===== src/rtl/updown_counter_n.sv =====
// Parametrised synchronous up/down counter with P/T enables and ripple carry/borrow.
// Cascades like 74x163/74x169 parts: rco of one stage drives t of the next.
module updown_counter_n #(
  parameter int N   = 4,
  parameter int MOD = 2 ** N,
  parameter int SAT = 0
) (
  input  logic         clk,
  input  logic         clr,
  input  logic         sclr,
  input  logic         load,
  input  logic [N-1:0] d,
  input  logic         p,
  input  logic         t,
  input  logic         up,
  output logic [N-1:0] q,
  output logic         rco
);

  localparam int           MAX_INT = MOD - 1;
  localparam logic [N-1:0] MAX_VAL = MAX_INT[N-1:0];
  localparam logic [N-1:0] ONE     = {{(N-1){1'b0}}, 1'b1};

  logic [N-1:0] q_reg;
  logic [N-1:0] q_next;
  logic [N-1:0] tc;

  always_comb begin
    q_next = q_reg;
    if (sclr) begin
      q_next = '0;
    end else if (load) begin
      q_next = d;
    end else if (p && t) begin
      if (up) begin
        if (q_reg < MAX_VAL) begin
          q_next = q_reg + ONE;
        end else if (SAT == 0) begin
          q_next = '0;
        end else begin
          // Saturating: terminal value holds, out-of-range loads snap back to it.
          q_next = MAX_VAL;
        end
      end else begin
        if (q_reg != '0) begin
          q_next = q_reg - ONE;
        end else if (SAT == 0) begin
          q_next = MAX_VAL;
        end else begin
          q_next = '0;
        end
      end
    end
  end

  always_ff @(posedge clk or posedge clr) begin
    if (clr) begin
      q_reg <= '0;
    end else begin
      q_reg <= q_next;
    end
  end

  // Terminal value tracks up combinationally, so rco follows a direction change at once.
  assign tc  = up ? MAX_VAL : '0;
  assign q   = q_reg;
  assign rco = t && (q_reg == tc);

endmodule


===== config.mk =====
export PLATFORM = sky130hd
export DESIGN_NAME = updown_counter_n
export DESIGN_NICKNAME = d
export VERILOG_FILES = /design/src/rtl/updown_counter_n.sv
export SDC_FILE = /design/constraint.sdc
export NUM_CORES = 1
export LEC_CHECK = 0
export BUFFER_PORTS_ARGS = -buffer_cell sky130_fd_sc_hd__buf_2
export CAP_MARGIN = 30
export CORE_AREA = 4 4 41 43
export CTS_BUF_LIST = sky130_fd_sc_hd__clkbuf_8
export CTS_CLUSTER_SIZE = 25
export DETAILED_ROUTE_END_ITERATION = 10
export DIE_AREA = 0 0 45 47
export PLACE_DENSITY = 0.5
export REMOVE_ABC_BUFFERS = 1
export SYNTH_ARGS = -nofsm -noshare
export SYNTH_HDL_FRONTEND = slang
export SYNTH_SLANG_ARGS = --single-unit

===== constraint.sdc =====
create_clock -name clk -period 1.3 [get_ports clk]
set_input_delay 0.195 -clock clk [delete_from_list [all_inputs] [get_ports clk]]
set_output_delay 0.195 -clock clk [all_outputs]
set_load 0.01 [all_outputs]

==> qor.log, run 1 <==
[timing] min Tclk post-route 1.48 ns
[critical_path] Critical Path RT 1.11 ns
[logic_synthesis] XOR/XNOR share of the synthesized area 2.34%
[run] max-cap violation count 0
[final_layout] Finished Core Util 47.6%
[power] Cell Pwr Density 962 nW/um^2
[logic_synthesis] mapped cell area 374 sq um
[power] overall power of the completed layout 596 uW
[timing] maximum clock frequency 675 MHz
[grt] global-route wire length before repair 1840 microns
[run_status] violations in the final reports setup timing
[grt] number of global-route vias before repair 423
[critical_path] R2R Path End q[0]$_DFFE_PP0P_
[clocking] source-to-sink clock delay at the later pin of the worst-skew pair 0.22 ns
[critical_path] CP max FO 4
[power] Comb pwr share 29.1%
[power] Static Leak 0.000308 uW
[floorplan] placeable core area 1300 sq um
[timing] headroom to the max-slew limit 83.6%
[critical_path] Slowest Stage Delay on Critical Path 0.42 ns
[timing] Least-Margin Pin Slew 0.243 ns
[power] Internal Pwr Total 425 uW
[detailed_routing] count of TritonRoute iterations in the first routing pass 4
[logic_synthesis] top cells by area in the synthesized netlist dfrtp_1 27%, inv_1 7.0%, ha_1 6.7%
[clocking] H-Tree Depth 1
[logic_synthesis] combinational family with the most area after synthesis compound AO/OA/AOI/OAI gates
[critical_path] Arrival @ worst endpoint 1.29 ns
[detailed_routing] Antenna Nets Post-Route 0
[detailed_routing] total length of routed wires 1160 microns
[final_layout] commonest cells after routing, fill and taps aside 15 x buf_2, 9 x buf_4, 7 x inv_1
[logic_synthesis] fraction of the mapped netlist area in simple logic gates 21.4%
[critical_path] family of cells with the greatest summed delay on the critical path flip-flops
[final_layout] area used by multi-input combinational logic 255 sq um
[grt] total congestion overflow after global routing 0
[power] power share of the sequential group 25.3%
[detailed_routing] final routed DRC violation total 0
[critical_path] Worst Reg2Reg Path Length in Cells 6
[clocking] Root Buffer Master clkbuf_8
[detailed_routing] Vias/cell 5.02
[final_layout] Diodes inserted 0
[power] switching fraction of total power 28.7%
[grt] antenna violations before repair 0
[floorplan] horizontal extent of the die 45 microns
[critical_path] endpoint kind of the worst setup timing path output port
[final_layout] Sequential Area 103 sq um
[final_layout] area growth from synthesis to layout 65.6%
[critical_path] slowest CP cell dfrtp_2
[run_status] run status finished with violations
[floorplan] overall die height 47 microns
[detailed_routing] drt wl/cell 12.8 microns
[power] fraction of power consumed by the clock network 45.6%
[detailed_routing] Max Used Layer met4
[critical_path] origin of the critical flop-to-flop path q[0]$_DFFE_PP0P_
[clocking] TritonCTS clock tree built
[clocking] number of clock sinks 4
[floorplan] Site Rows 13
[grt] Total GRT Usage 12.4%
[critical_path] nature of the critical path startpoint flop
[hold_path] origin of the worst min-delay path sclr
[detailed_routing] overall via count from detail_route 457
[clocking] clock slew seen by the registers of the worst setup and hold paths 0.03 ns
[power] power spent charging and discharging nets 171 uW
[hold_path] end of the worst hold path q[0]$_DFFE_PP0P_
[placed_design] RD Place Congestion 0.802
[logic_synthesis] flip-flop and latch count after synthesis 4
[critical_path] list of cells traversed by the critical path buf_6 -> and3_4 -> a32oi_1 -> nor2b_1 -> buf_2
[placed_design] DP HPWL 819 microns
[logic_synthesis] Synth top area share 26.8%
[hold_path] hold depth 2
[timing] fin. max-slew vios 0
[final_layout] fillcell total 146
[timing] unrepaired setup endpoints after global routing yes
[grt] maximum number of pins on one net before global-route repair 10
[logic_synthesis] sequential-to-total area share from yosys stat 26.8%
[final_layout] fraction of final layout cells with drive strength greater than 1 47.4%
[logic_synthesis] synthesized area per cell 7.79 sq um
[logic_synthesis] portion of netlist area occupied by mux cells 2.68%
[timing] Worst Skew 0.00123 ns
[logic_synthesis] number of instances in the synthesized netlist 48
[placed_design] dpl ws -0.134 ns
[critical_path] beginning of the critical path q[0]$_DFFE_PP0P_
[logic_synthesis] complex-gate fraction of the synthesized area 28.8%
[timing] setup violation total in the final timing report 5
[detailed_routing] met2 wire length 545 microns
[logic_synthesis] Yosys Warn Count 0
[hold_path] path class of the lowest-slack min-delay path primary input to flop
[placed_design] number of input and output port buffers inserted 15
[floorplan] starting density of the core 28.8%
[timing] number of endpoints with negative hold slack in the final report 0
[timing] crit share post-route 114%
[logic_synthesis] fraction of the mapped netlist area in adder cells 6.69%
[detailed_routing] Initial DRC Count 11
[power] worst IR drop on VDD 0.380 mV
[floorplan] I/O pins 16
[detailed_routing] metal1 wirelength 562 microns
[logic_synthesis] Synth area leader dfrtp_1
[detailed_routing] total length of routed met3 wires 44 microns
[logic_synthesis] library cells used by synthesis 26
[critical_path] critical path class flop to output port
[timing] post-route worst hold slack 0.203 ns
[critical_path] Reg2Reg Setup Slack -0.16 ns
[final_layout] most common cell after layout, fill and taps aside buf_2
[critical_path] Critical path buffers and inverters 2
[clocking] CTS max path bufs 2
[final_layout] Largest register FFs 4
[final_layout] Nets 91
[floorplan] full die area 2120 sq um
[timing] post-route worst setup slack -0.182 ns
[clocking] Num CTS Buffers 3
## repair_timing
| action | 4_1_cts | 5_1_grt |
|---|---|---|
| setup endpoints to repair | 5 | 5 |
| buffers inserted | 4 | 0 |
| gates resized for setup | 8 | 1 |
| hold endpoints to repair | 4 | 0 |
| hold buffers | 1 | 0 |
| pin swaps | 4 | 0 |
## synth_stat cells
cell type and count:
nand2_1 4, or3_1 1, o21ai_0 2, ha_1 2, nor2b_1 1, a221o_1 1
nand3_1 1, mux2i_1 1, inv_1 7, nor2_1 6, a221oi_2 1, o221ai_1 1
a311oi_1 1, o311ai_0 1, and3_1 1, o2bb2ai_1 1, a32oi_1 1, buf_6 1
and4_1 1, a31oi_1 1, clkbuf_2 1, a21oi_1 3, a211oi_1 1, dfrtp_1 4
xor2_1 1, nor3_1 2
## power groups by stage
stage,sequential [uW],clock (uW),combinational [uW]
2_1_floorplan,157,0,63.9
3_5_place_dp,151,0,146
4_1_cts,150,273,173
5_1_grt,152,279,193
6_report,151,272,173
3_3_place_gp,151,0,146
## worst reg2reg max path, delay by kind of cell, from the launching register on
family	cells	cell delay, ns
AND/OR/NAND/NOR	2	0.12
AO/OA/AOI/OAI	2	0.51
buffers and inverters	1	0.15
adder cells (fa/ha/maj)	1	0.16
flip-flops	1	0.42
## routing by layer
layer  vias up  GRT usage, %
li1        231             -
met5         -             0
met1       210          17.2
met4         0          7.02
met2        14          17.8
met3         2          2.30
## worst max-delay path by stage
stage	end	slack, ns	cells after the start
2_1_floorplan	q[1]$_DFFE_PP0P_	-0.13	6
3_3_place_gp	q[2]$_DFFE_PP0P_	-0.16	5
3_5_place_dp	q[2]$_DFFE_PP0P_	-0.13	5
4_1_cts	rco	-0.18	4
5_1_grt	rco	-0.23	5
6_report	rco	-0.18	5
## per-stage QoR
stage / cell area, sq um / setup TNS (ns) / instances
final: 619 / -0.572 / 91
after global routing: 619 / -0.904 / 91
after CTS: 618 / -0.553 / 91
after detailed placement: 504 / -0.307 / 83
after global placement: 504 / -0.330 / 83
after floorplan: 358 / -0.371 / 46
## kinds of logic (layout without fill, tap and decap cells)
group                    after synthesis  in the layout
flip-flops                             4              4
AO/OA/AOI/OAI                         14             14
buffers and inverters                  9             37
AND/OR/NAND/NOR                       17             17
XOR/XNOR                               1              1
multiplexers                           1              1
adder cells (fa/ha/maj)                2              2
## layout make-up
class	count	area share, %
Multi-Input combinational cell	35	41.2
Timing Repair Buffer	27	28.3
Sequential cell	4	16.6
Clock buffer	3	6.67
Inverter	7	4.24
Tap cell	15	3.03
Power figures use the tool's default switching activity.
==> inputs of run 2 (changes only) <==
--- a/config.mk
+++ b/config.mk
@@ -7,11 +7,12 @@
 export LEC_CHECK = 0
 export BUFFER_PORTS_ARGS = -buffer_cell sky130_fd_sc_hd__buf_2
 export CAP_MARGIN = 30
-export CORE_AREA = 4 4 41 43
+export CORE_AREA = 8 8 45 47
 export CTS_BUF_LIST = sky130_fd_sc_hd__clkbuf_8
 export CTS_CLUSTER_SIZE = 25
 export DETAILED_ROUTE_END_ITERATION = 10
-export DIE_AREA = 0 0 45 47
+export DIE_AREA = 0 0 53 55
+export MAX_ROUTING_LAYER = met4
 export PLACE_DENSITY = 0.5
 export REMOVE_ABC_BUFFERS = 1
 export SYNTH_ARGS = -nofsm -noshare
==> run 2 against run 1 <==
Net effect:
- the run still ends with setup timing left
- total power decreased by 1.3%
- via count is 2.6% higher
- design area rose by 0.20%
- clock skew increased by 0.0030 ns
- wire length rose by 6.2%
- sequential cell count unchanged
- critical path depth stayed put
- setup slack hardly changed
- cell count unchanged
- clock power down 4%
- sequential power about the same
- largest cell class unchanged
- highest routed layer unchanged
==> qor.log, run 2 (synthesized netlist as in run 1, its figures left out) <==
[detailed_routing] count of TritonRoute iterations in the first routing pass 4 [unchanged]
[power] Cell Pwr Density 947 nW/um^2 [was 962 nW/um^2]
[final_layout] fraction of final layout cells with drive strength greater than 1 52.0% [was 47.4%]
[critical_path] list of cells traversed by the critical path buf_6 -> and3_4 -> a32oi_1 -> nor2b_1 -> buf_2 [unchanged]
[placed_design] number of input and output port buffers inserted 15 [unchanged]
[placed_design] DP HPWL 917 microns [was 819 microns]
[clocking] source-to-sink clock delay at the later pin of the worst-skew pair 0.22 ns [about the same]
[final_layout] Largest register FFs 4 [unchanged]
[final_layout] area growth from synthesis to layout 65.9% [was 65.6%]
[floorplan] I/O pins 16 [unchanged]
[grt] antenna violations before repair 0 [unchanged]
[floorplan] placeable core area 1380 sq um [was 1300 sq um]
[floorplan] horizontal extent of the die 53 microns [was 45 microns]
[clocking] Root Buffer Master clkbuf_8 [unchanged]
[critical_path] critical path class flop to output port [unchanged]
[timing] setup violation total in the final timing report 5 [unchanged]
[final_layout] most common cell after layout, fill and taps aside buf_2 [unchanged]
[grt] maximum number of pins on one net before global-route repair 9 [was 10]
[placed_design] dpl ws -0.152 ns [was -0.134 ns]
[detailed_routing] Initial DRC Count 5 [was 11]
[critical_path] CP max FO 5 [was 4]
[grt] Total GRT Usage 9.30% [was 12.4%]
[critical_path] Arrival @ worst endpoint 1.29 ns [about the same]
[timing] post-route worst hold slack 0.213 ns [was 0.203 ns]
[critical_path] Critical Path RT 1.11 ns [about the same]
[power] Comb pwr share 29.9% [was 29.1%]
[clocking] number of clock sinks 4 [unchanged]
[power] power spent charging and discharging nets 165 uW [was 171 uW]
[run_status] run status finished with violations [unchanged]
[critical_path] endpoint kind of the worst setup timing path output port [unchanged]
[timing] headroom to the max-slew limit 83.0% [was 83.6%]
[power] switching fraction of total power 28.1% [was 28.7%]
[critical_path] Slowest Stage Delay on Critical Path 0.43 ns [was 0.42 ns]
[timing] post-route setup TNS -0.565 ns [was -0.572 ns]
[floorplan] starting density of the core 27.0% [was 28.8%]
[clocking] clock slew seen by the registers of the worst setup and hold paths 0.03 ns [about the same]
[final_layout] Diodes inserted 0 [unchanged]
[detailed_routing] final routed DRC violation total 0 [unchanged]
[timing] number of endpoints with negative hold slack in the final report 0 [unchanged]
[power] power share of the sequential group 25.5% [was 25.3%]
[grt] global-route wire length before repair 1970 microns [was 1840 microns]
[run_status] violations in the final reports setup timing [unchanged]
[final_layout] Nets 90 [was 91]
[floorplan] Site Rows 14 [was 13]
[detailed_routing] drt wl/cell 13.6 microns [was 12.8 microns]
[hold_path] path class of the lowest-slack min-delay path primary input to flop [unchanged]
[timing] maximum clock frequency 674 MHz [was 675 MHz]
[timing] unrepaired setup endpoints after global routing yes [unchanged]
[clocking] Num CTS Buffers 3 [unchanged]
[timing] post-route worst setup slack -0.183 ns [was -0.182 ns]
[critical_path] slowest CP cell dfrtp_2 [unchanged]
[timing] Least-Margin Pin Slew 0.255 ns [was 0.243 ns]
[clocking] CTS max path bufs 2 [unchanged]
[detailed_routing] Vias/cell 5.15 [was 5.02]
[clocking] H-Tree Depth 1 [unchanged]
[grt] total congestion overflow after global routing 0 [unchanged]
[timing] crit share post-route 114% [about the same]
[critical_path] nature of the critical path startpoint flop [unchanged]
[detailed_routing] Antenna Nets Post-Route 0 [unchanged]
[power] Static Leak 0.000305 uW [was 0.000308 uW]
[power] Internal Pwr Total 423 uW [was 425 uW]
[final_layout] commonest cells after routing, fill and taps aside 15 x buf_2, 8 x buf_4, 6 x inv_1, 6 x nor2_1, 4 x nand2_1 [was 15 x buf_2, 9 x buf_4, 7 x inv_1]
[timing] Worst Skew 0.00422 ns [was 0.00123 ns]
[floorplan] full die area 2920 sq um [was 2120 sq um]
[clocking] TritonCTS clock tree built [unchanged]
[power] fraction of power consumed by the clock network 44.5% [was 45.6%]
[power] worst IR drop on VDD 0.627 mV [was 0.380 mV]
[timing] min Tclk post-route 1.48 ns [about the same]
[detailed_routing] total length of routed wires 1240 microns [was 1160 microns]
[timing] fin. max-slew vios 0 [unchanged]
[grt] number of global-route vias before repair 464 [was 423]
[floorplan] overall die height 55 microns [was 47 microns]
[run] max-cap violation count 0 [unchanged]
[detailed_routing] overall via count from detail_route 469 [was 457]
[placed_design] RD Place Congestion 0.802 [about the same]
==> run 2: cell type report <==
class	instances	area (sq um)
timing repair buffer	26	168
inverter	7	26.3
clock buffer	3	41.3
multi-input combinational	35	264
tap	16	20.0
fill	161	763
sequential	4	101
==> run 2: power by group through the flow <==
| stage | clock network [uW] | logic (uW) | registers, uW |
|---|---|---|---|
| global route | 280 | 195 | 151 |
| CTS | 264 | 168 | 149 |
| detailed placement | 0 | 144 | 150 |
| finish | 262 | 176 | 150 |
| floorplan | 0 | 63.9 | 157 |
| global placement | 0 | 146 | 149 |
==> run 2: critical path: cells and delay by family, from the launching register on <==
kind	cells	cell delay [ns]
buf+inv	2	0.26
simple gates	2	0.20
compound gates	1	0.17
flops	1	0.43
==> run 2: worst paths after layout <==
path                                         end  slack [ns]  depth (start not counted)              from
max in group asynchronous       q[0]$_DFFE_PP0P_        0.71                          3               clr
worst min register to register  q[0]$_DFFE_PP0P_        0.67                          2  q[0]$_DFFE_PP0P_
min in group asynchronous       q[3]$_DFFE_PP0P_        0.42                          3               clr
worst max register to register  q[0]$_DFFE_PP0P_       -0.15                          6  q[1]$_DFFE_PP0P_
worst min-delay path            q[0]$_DFFE_PP0P_        0.21                          2              sclr
worst max-delay path                         rco       -0.18                          5  q[0]$_DFFE_PP0P_
==> run 2: per-stage QoR <==
stage          util (%)  power (uW)  area [sq um]  instances
2_1_floorplan         -         221           358         46
3_3_place_gp       36.0         295           498         83
3_5_place_dp       36.0         294           498         83
4_1_cts            43.9         581           607         91
5_1_grt            44.8         627           621         91
6_report           44.8         588           621         91
==> run 2: metal layers <==
metal  global-route usage (%)  vias up  wire (microns)
li1                         -      228               -
met1                     9.60      212             476
met2                     14.5       23             585
met3                     4.28        6             134
met4                     5.17        0              39
met5                        -        -               0
==> run 2: what timing repair did <==
item | in CTS | in global routing
setup endpoints to repair | 5 | 5
pin swaps | 4 | 1
buffers inserted | 4 | 0
hold buffers | 1 | 0
hold endpoints to repair | 4 | 0
gates resized for setup | 8 | 5
